--- src/rtl/instr_fetch.sv ---
// Instruction fetch stage: requests program bytes over a req/ack handshake,
// prefetches into a 2-entry buffer and loads ir/pc on ir_load; pc_load redirects.
module instr_fetch #(
    parameter int ADDR_W = 8,
    parameter int DATA_W = 8
) (
    input  logic              clock,
    input  logic              reset,
    output logic              mem_req,
    output logic [ADDR_W-1:0] mem_addr,
    input  logic              mem_ack,
    input  logic [DATA_W-1:0] mem_rdata,
    input  logic              ir_load,
    output logic [DATA_W-1:0] ir,
    output logic [ADDR_W-1:0] pc,
    output logic              ir_avail,
    output logic              stall,
    input  logic              pc_load,
    input  logic [ADDR_W-1:0] pc_target
);

    typedef enum logic [1:0] {
        ST_IDLE    = 2'd0,
        ST_REQ     = 2'd1,
        ST_DISCARD = 2'd2
    } state_t;

    state_t            state_r;
    state_t            state_s;
    logic [ADDR_W-1:0] fetch_addr_r;
    logic [ADDR_W-1:0] discard_addr_r;
    logic [ADDR_W-1:0] buf_addr_r [2];
    logic [DATA_W-1:0] buf_data_r [2];
    logic [1:0]        count_r;
    logic [1:0]        count_post_s;
    logic [1:0]        count_next_s;
    logic              pop_s;
    logic              push_s;
    logic [DATA_W-1:0] ir_r;
    logic [ADDR_W-1:0] pc_r;
    logic              ir_avail_r;

    // Buffer bookkeeping: a redirect suppresses both pop and push on its edge.
    always_comb begin
        pop_s        = ir_load && (count_r != 2'd0) && !pc_load;
        push_s       = (state_r == ST_REQ) && mem_ack && !pc_load;
        count_post_s = count_r - {1'b0, pop_s};
        if (pc_load) begin
            count_next_s = 2'd0;
        end else begin
            count_next_s = count_post_s + {1'b0, push_s};
        end
        stall = ir_load && (count_r == 2'd0);
    end

    // FSM state register.
    always_ff @(posedge clock or negedge reset) begin
        if (!reset) begin
            state_r <= ST_IDLE;
        end else begin
            state_r <= state_s;
        end
    end

    // FSM next-state logic; a new request is issued only while the buffer has
    // room for its data once any pending transaction has landed.
    always_comb begin
        state_s = state_r;
        case (state_r)
            ST_IDLE: begin
                if (pc_load || (count_post_s < 2'd2)) begin
                    state_s = ST_REQ;
                end else begin
                    state_s = ST_IDLE;
                end
            end
            ST_REQ: begin
                if (pc_load) begin
                    if (mem_ack) begin
                        state_s = ST_REQ;
                    end else begin
                        state_s = ST_DISCARD;
                    end
                end else if (mem_ack) begin
                    // After this push one slot must still be free for the next read.
                    if (count_post_s == 2'd0) begin
                        state_s = ST_REQ;
                    end else begin
                        state_s = ST_IDLE;
                    end
                end else begin
                    state_s = ST_REQ;
                end
            end
            ST_DISCARD: begin
                if (mem_ack) begin
                    state_s = ST_REQ;
                end else begin
                    state_s = ST_DISCARD;
                end
            end
            default: state_s = ST_IDLE;
        endcase
    end

    // FSM outputs: DISCARD keeps the abandoned address on the bus until its ack.
    always_comb begin
        mem_req = (state_r == ST_REQ) || (state_r == ST_DISCARD);
        if (state_r == ST_DISCARD) begin
            mem_addr = discard_addr_r;
        end else begin
            mem_addr = fetch_addr_r;
        end
    end

    // Fetch address, prefetch buffer and instruction register.
    always_ff @(posedge clock or negedge reset) begin
        if (!reset) begin
            fetch_addr_r   <= '0;
            discard_addr_r <= '0;
            count_r        <= 2'd0;
            ir_r           <= '0;
            pc_r           <= '0;
            ir_avail_r     <= 1'b0;
            for (int i = 0; i < 2; i++) begin
                buf_addr_r[i] <= '0;
                buf_data_r[i] <= '0;
            end
        end else begin
            count_r    <= count_next_s;
            ir_avail_r <= (count_next_s != 2'd0);
            if (pc_load) begin
                fetch_addr_r <= pc_target;
                if ((state_r == ST_REQ) && !mem_ack) begin
                    discard_addr_r <= fetch_addr_r;
                end
            end else begin
                if (pop_s) begin
                    ir_r          <= buf_data_r[0];
                    pc_r          <= buf_addr_r[0];
                    buf_addr_r[0] <= buf_addr_r[1];
                    buf_data_r[0] <= buf_data_r[1];
                end
                if (push_s) begin
                    buf_addr_r[count_post_s[0]] <= fetch_addr_r;
                    buf_data_r[count_post_s[0]] <= mem_rdata;
                    fetch_addr_r <= fetch_addr_r + {{(ADDR_W-1){1'b0}}, 1'b1};
                end
            end
        end
    end

    assign ir       = ir_r;
    assign pc       = pc_r;
    assign ir_avail = ir_avail_r;

endmodule

--- config.mk ---
export PLATFORM = sky130hd
export DESIGN_NAME = instr_fetch
export DESIGN_NICKNAME = d
export VERILOG_FILES = /design/src/rtl/instr_fetch.sv
export SDC_FILE = /design/constraint.sdc
export NUM_CORES = 1
export LEC_CHECK = 0
export CORE_MARGIN = 10
export CORE_UTILIZATION = 30
export DETAILED_ROUTE_END_ITERATION = 6
export GPL_TIMING_DRIVEN = 0
export RECOVER_POWER = 25
export SYNTH_ARGS = -nofsm -noshare
export SYNTH_HDL_FRONTEND = slang
export SYNTH_SLANG_ARGS = --single-unit
--- constraint.sdc ---
create_clock -name clock -period 2.2 [get_ports clock]
set_input_delay 0.66 -clock clock [delete_from_list [all_inputs] [get_ports clock]]
set_output_delay 0.66 -clock clock [all_outputs]
set_load 0.05 [all_outputs]
Word-level counts from Yosys, hierarchy flattened
Index checks and enable logic that the tools add are counted.
{"block": "totals", "reg_bits": 69, "elab_cells": 61, "in_bits": 21, "output_inout_bits": 27}
{"block": "op_classes", "n_addsub": 3, "reduce_logical": 20, "mux": 20, "n_bitwise": 2, "eq_ne": 2, "n_lt_le_gt_ge": 3}
{"operator": "$mux 8", "count": 8}
{"operator": "$bwmux 16", "count": 2}
{"operator": "$mux 16", "count": 2}
{"operator": "$add 8x1->8 const B", "count": 1}
{"operator": "$demux 8 s1", "count": 1}
{"operator": "$mux 2", "count": 4}
{"operator": "$logic_and 1x1->1", "count": 7}
{"operator": "$logic_not 2->1", "count": 3}
{"operator": "$pmux 2 s3", "count": 1}
{"operator": "$reduce_and 2->1", "count": 3}
{"operator": "$reduce_bool 2->1", "count": 3}
{"operator": "$add 2x1->2", "count": 1}
{"operator": "$eq 2x1->1 const B", "count": 1}
{"operator": "$eq 2x2->1 const B", "count": 1}
{"operator": "$ge 2x2->1 const B", "count": 1}
{"operator": "$logic_not 1->1", "count": 2}
{"operator": "$logic_or 1x1->1", "count": 2}
{"operator": "$lt 2x1->1 const B", "count": 1}
{"operator": "$lt 2x2->1 const B", "count": 1}
{"operator": "$mux 1", "count": 2}
{"operator": "$not 1->2", "count": 1}
{"operator": "$sub 2x1->2", "count": 1}
{"operator": "$not 1->1", "count": 1}

Longest topological paths before layout
{"block": "depth", "ltp_word": 11, "mapped_depth": 10, "mapped_depth_nobuf": 7}

Worst setup path before layout
No wires, ideal clock.
{"block": "synth_timing", "path_type": "input -> register", "startpoint": "input port pc_load", "endpoint": "register (tool-made name)", "t_required_ns": 2.075, "t_arrival_ns": 2.609, "slack_ns": -0.534, "cell_stages": 10, "n_path_buf": 4, "setup_ns": 0.125, "cell_sequence": "nand2b_1 > clkbuf_1 > nor2_4 > buf_6 > ha_1 > inv_1 > ha_1 > clkbuf_1 > buf_2 > mux2_2"}
{"element": "start: declaration", "line_no": "18", "rtl": "input logic pc_load,"}

Final worst setup path
{"block": "layout_timing", "startpoint": "register state_r[0]", "endpoint": "output port mem_addr[0]"}
{"block": "layout_between", "elab_chain_cells": 2}
{"element": "start: declaration", "line_no": "28", "rtl": "state_t state_r;"}
{"element": "start signal: assignment", "line_no": "61", "rtl": "state_r <= state_s;"}
{"element": "$eq 2x2->1", "line_no": "109", "rtl": "if (state_r == ST_DISCARD) begin"}
{"element": "$mux 8", "line_no": "109"}
{"element": "end: declaration", "line_no": "10", "rtl": "output logic [ADDR_W-1:0] mem_addr,"}
No other way between the ends.

==> metrics.yaml <==
htreeDepth: 3
power_density_mw_per_mm2: 1370
peakVddDrop_uv: 613
grt_max_degree: 70
ant_nets: 0
hold_buffers: 0
antenna_found_initial: 0
nNetsFinal: 368
path_clk_slew_ns: 0.08
final_common_cell: "dfrtp_1"
timing_max_transition_violations_final: 70
ys_types: 33
crit_end: "mem_addr[0]"
clk_latency_ns: 0.35
hpwl_um: 5190
layout-drive-gt1-share_pct: 32.8
relSlewSlack_pct: -15.0
syn_avg_cell_area_um2: 11.5
syn_to_final_growth_pct: 39.5
tightest_slew_ns: 1.72
core_area_mm2: 0.0102
r2r-start: "count_r[0]"
dpl-instance-area_mm2: 0.00388
synthCells: 272
rsz0062_at_grt: "yes"
cp_max_fo: 5
cts.path.max_buffers: 2
final_cell_mix: "68 x dfrtp_1, 30 x mux2_2, 22 x nand3_1"
hp-class: "flop to flop"
overflow: 0
hold_viol: 0
tns_ns: -0.345
track_usage_pct: 10.8
cp.depth: 5
synth_top_area_cell: "dfrtp_1"
routabilityCongestion: 0.754
yosys_warnings: 0
postRouteWirelength_um: 7760
wl_per_cell_um: 16.1
root_buffer: "clkbuf_8"
vias_per_cell: 4.80
synthTopCellsByArea: "dfrtp_1 55%, mux2_2 17%, nand3_1 3.5%"
r2r_cells: 10
required_ns: 1.54
grt_pass1_vias: 2482
fmax_mhz: 440
drc: 0
synth-seq-cells: 69
die_h_um: 122
cp_top_family: "flip-flops"
cts_sinks: 69
fin_skew_ns: 0.00914
start_kind: "flop"
numCtsBuffers: 9
stdcell_area_mm2: 0.00437
initial_core_util_pct: 30.6
crit_start: "state_r[0]"
min_period_over_period_pct: 103
setup_viol: 7
crit_chain: "inv_2 > ha_4 > clkbuf_16 > mux2_4 > buf_8"
num_rows: 37
syn-num-nets: 300
crit_type: "flop to primary output"
worstSetupEndpointType: "primary output"
power.leakage_uw: 0.00201
grt_pass1_wl_um: 12900
outcome: "finished with violations"
vias: 2309
die_w_um: 122
drt_iter0_markers: 113
antennaDiodeCount: 0
cpMaxStageDelayCell: "dfrtp_1"
regToRegSetupSlack_ns: 0.12
port_buffers: 47
synth_top_area_share_pct: 55.1
die-area_mm2: 0.0149
crit_buf_inv: 3
violations: "max-capacitance violations, max-slew violations, negative setup slack"
cp_slowest_stage_delay_ns: 0.40
layout_setup_ws_ns: -0.0716
synth-seq-area-share_pct: 55.1
drt_pass1_iterations: 4
fin_crit_ns: 2.27
tritoncts: "built"
cp.arrival_ns: 1.61
synth_area_mm2: 0.00313
max-cap-violations: 1
io_pins: 48
how the worst min path moves through the flow:
stage                            startpoint                         end  slack, ns  cells after the start
final                                 ir[5]                       ir[5]       0.50                      1
after global routing                   flop                        flop       0.52                      1
after CTS                             reset           discard_addr_r[2]       0.45                      1
after detailed placement  discard_addr_r[3]           discard_addr_r[3]       0.49                      1
after global placement    discard_addr_r[1]           discard_addr_r[1]       0.48                      1
after floorplan                       reset  asynchronous set/reset pin       0.36                      0
layer usage:
metal / wire (µm) / track usage (%) / part of all wire [%] / vias to the layer above
met5: 0 / 0 / 0 / -
met4: 74 / 2.65 / 0.95 / 0
met3: 442 / 4.18 / 5.7 / 7
met2: 3500 / 16.8 / 45 / 50
met1: 3740 / 14.0 / 48 / 1137
li1: - / - / - / 1115
synth_stat cells (all sizes together):
cell type / number
a21oi: 3
buf: 6
o211ai: 4
nor2b: 2
nand4: 2
mux2: 46
o31ai: 1
and2: 2
nand2b: 3
xor2: 1
clkbuf: 11
nand2: 12
and2b: 1
or4: 5
o21ai: 22
nand3: 22
nand4b: 1
dfrtp: 69
mux2i: 1
nor2: 21
ha: 7
or2: 1
o21a: 1
inv: 7
a311o: 1
a31oi: 17
xnor2: 3
where the power goes:
group / switching, µW / internal [µW] / total (µW)
clock network: 509 / 677 / 1190
logic: 1510 / 1170 / 2680
registers: 315 / 1830 / 2140
what timing repair did:
action,4_1_cts,5_1_grt
buffers inserted,4,4
endpoints found under the setup margin,47,35
pin swaps,2,1
gates resized for setup,87,41
gates cloned,0,2
worst register-to-register path, cell delays in order (launching register included):
cell,delay (ns)
dfrtp_1,0.42
nor2_4,0.13
buf_4,0.17
nor2_4,0.05
buf_8,0.12
ha_4,0.26
inv_2,0.04
ha_4,0.14
clkbuf_8,0.17
clkbuf_16,0.18
mux2_4,0.29
cell families (layout without fill, tap and decap cells):
family	count (synthesis)	in the layout	share of synthesized area, %
compound gates	49	49	9.14
buf+inv	24	97	3.23
flops	69	69	55.1
fa+ha+maj	7	7	2.79
mux	47	47	16.8
xor+xnor	4	4	1.12
simple gates	72	72	11.8
metrics by stage:
stage / total power (µW) / hold slack [ns] / std cells / util [%] / setup WS [ns]
2_1_floorplan: 3880 / 0.364 / 272 / - / -0.174
3_3_place_gp: 4620 / 0.481 / 455 / 37.9 / -1.88
3_5_place_dp: 4680 / 0.492 / 455 / 37.9 / -0.988
4_1_cts: 5960 / 0.451 / 475 / 41.0 / -0.121
5_1_grt: 6400 / 0.524 / 481 / 42.7 / -0.124
6_report: 6010 / 0.502 / 481 / 42.7 / -0.0716
cell type report:
cell class,count,area (µm²)
flip-flops and latches,69,1730
multi-input cells,179,1440
inverters,7,26.3
repair buffers,57,634
plain buffers,17,145
well taps,136,170
clock inverters,6,93.8
fillers,953,5860
clock buffers,10,138
No activity file was read; power rests on OpenSTA's default activity.
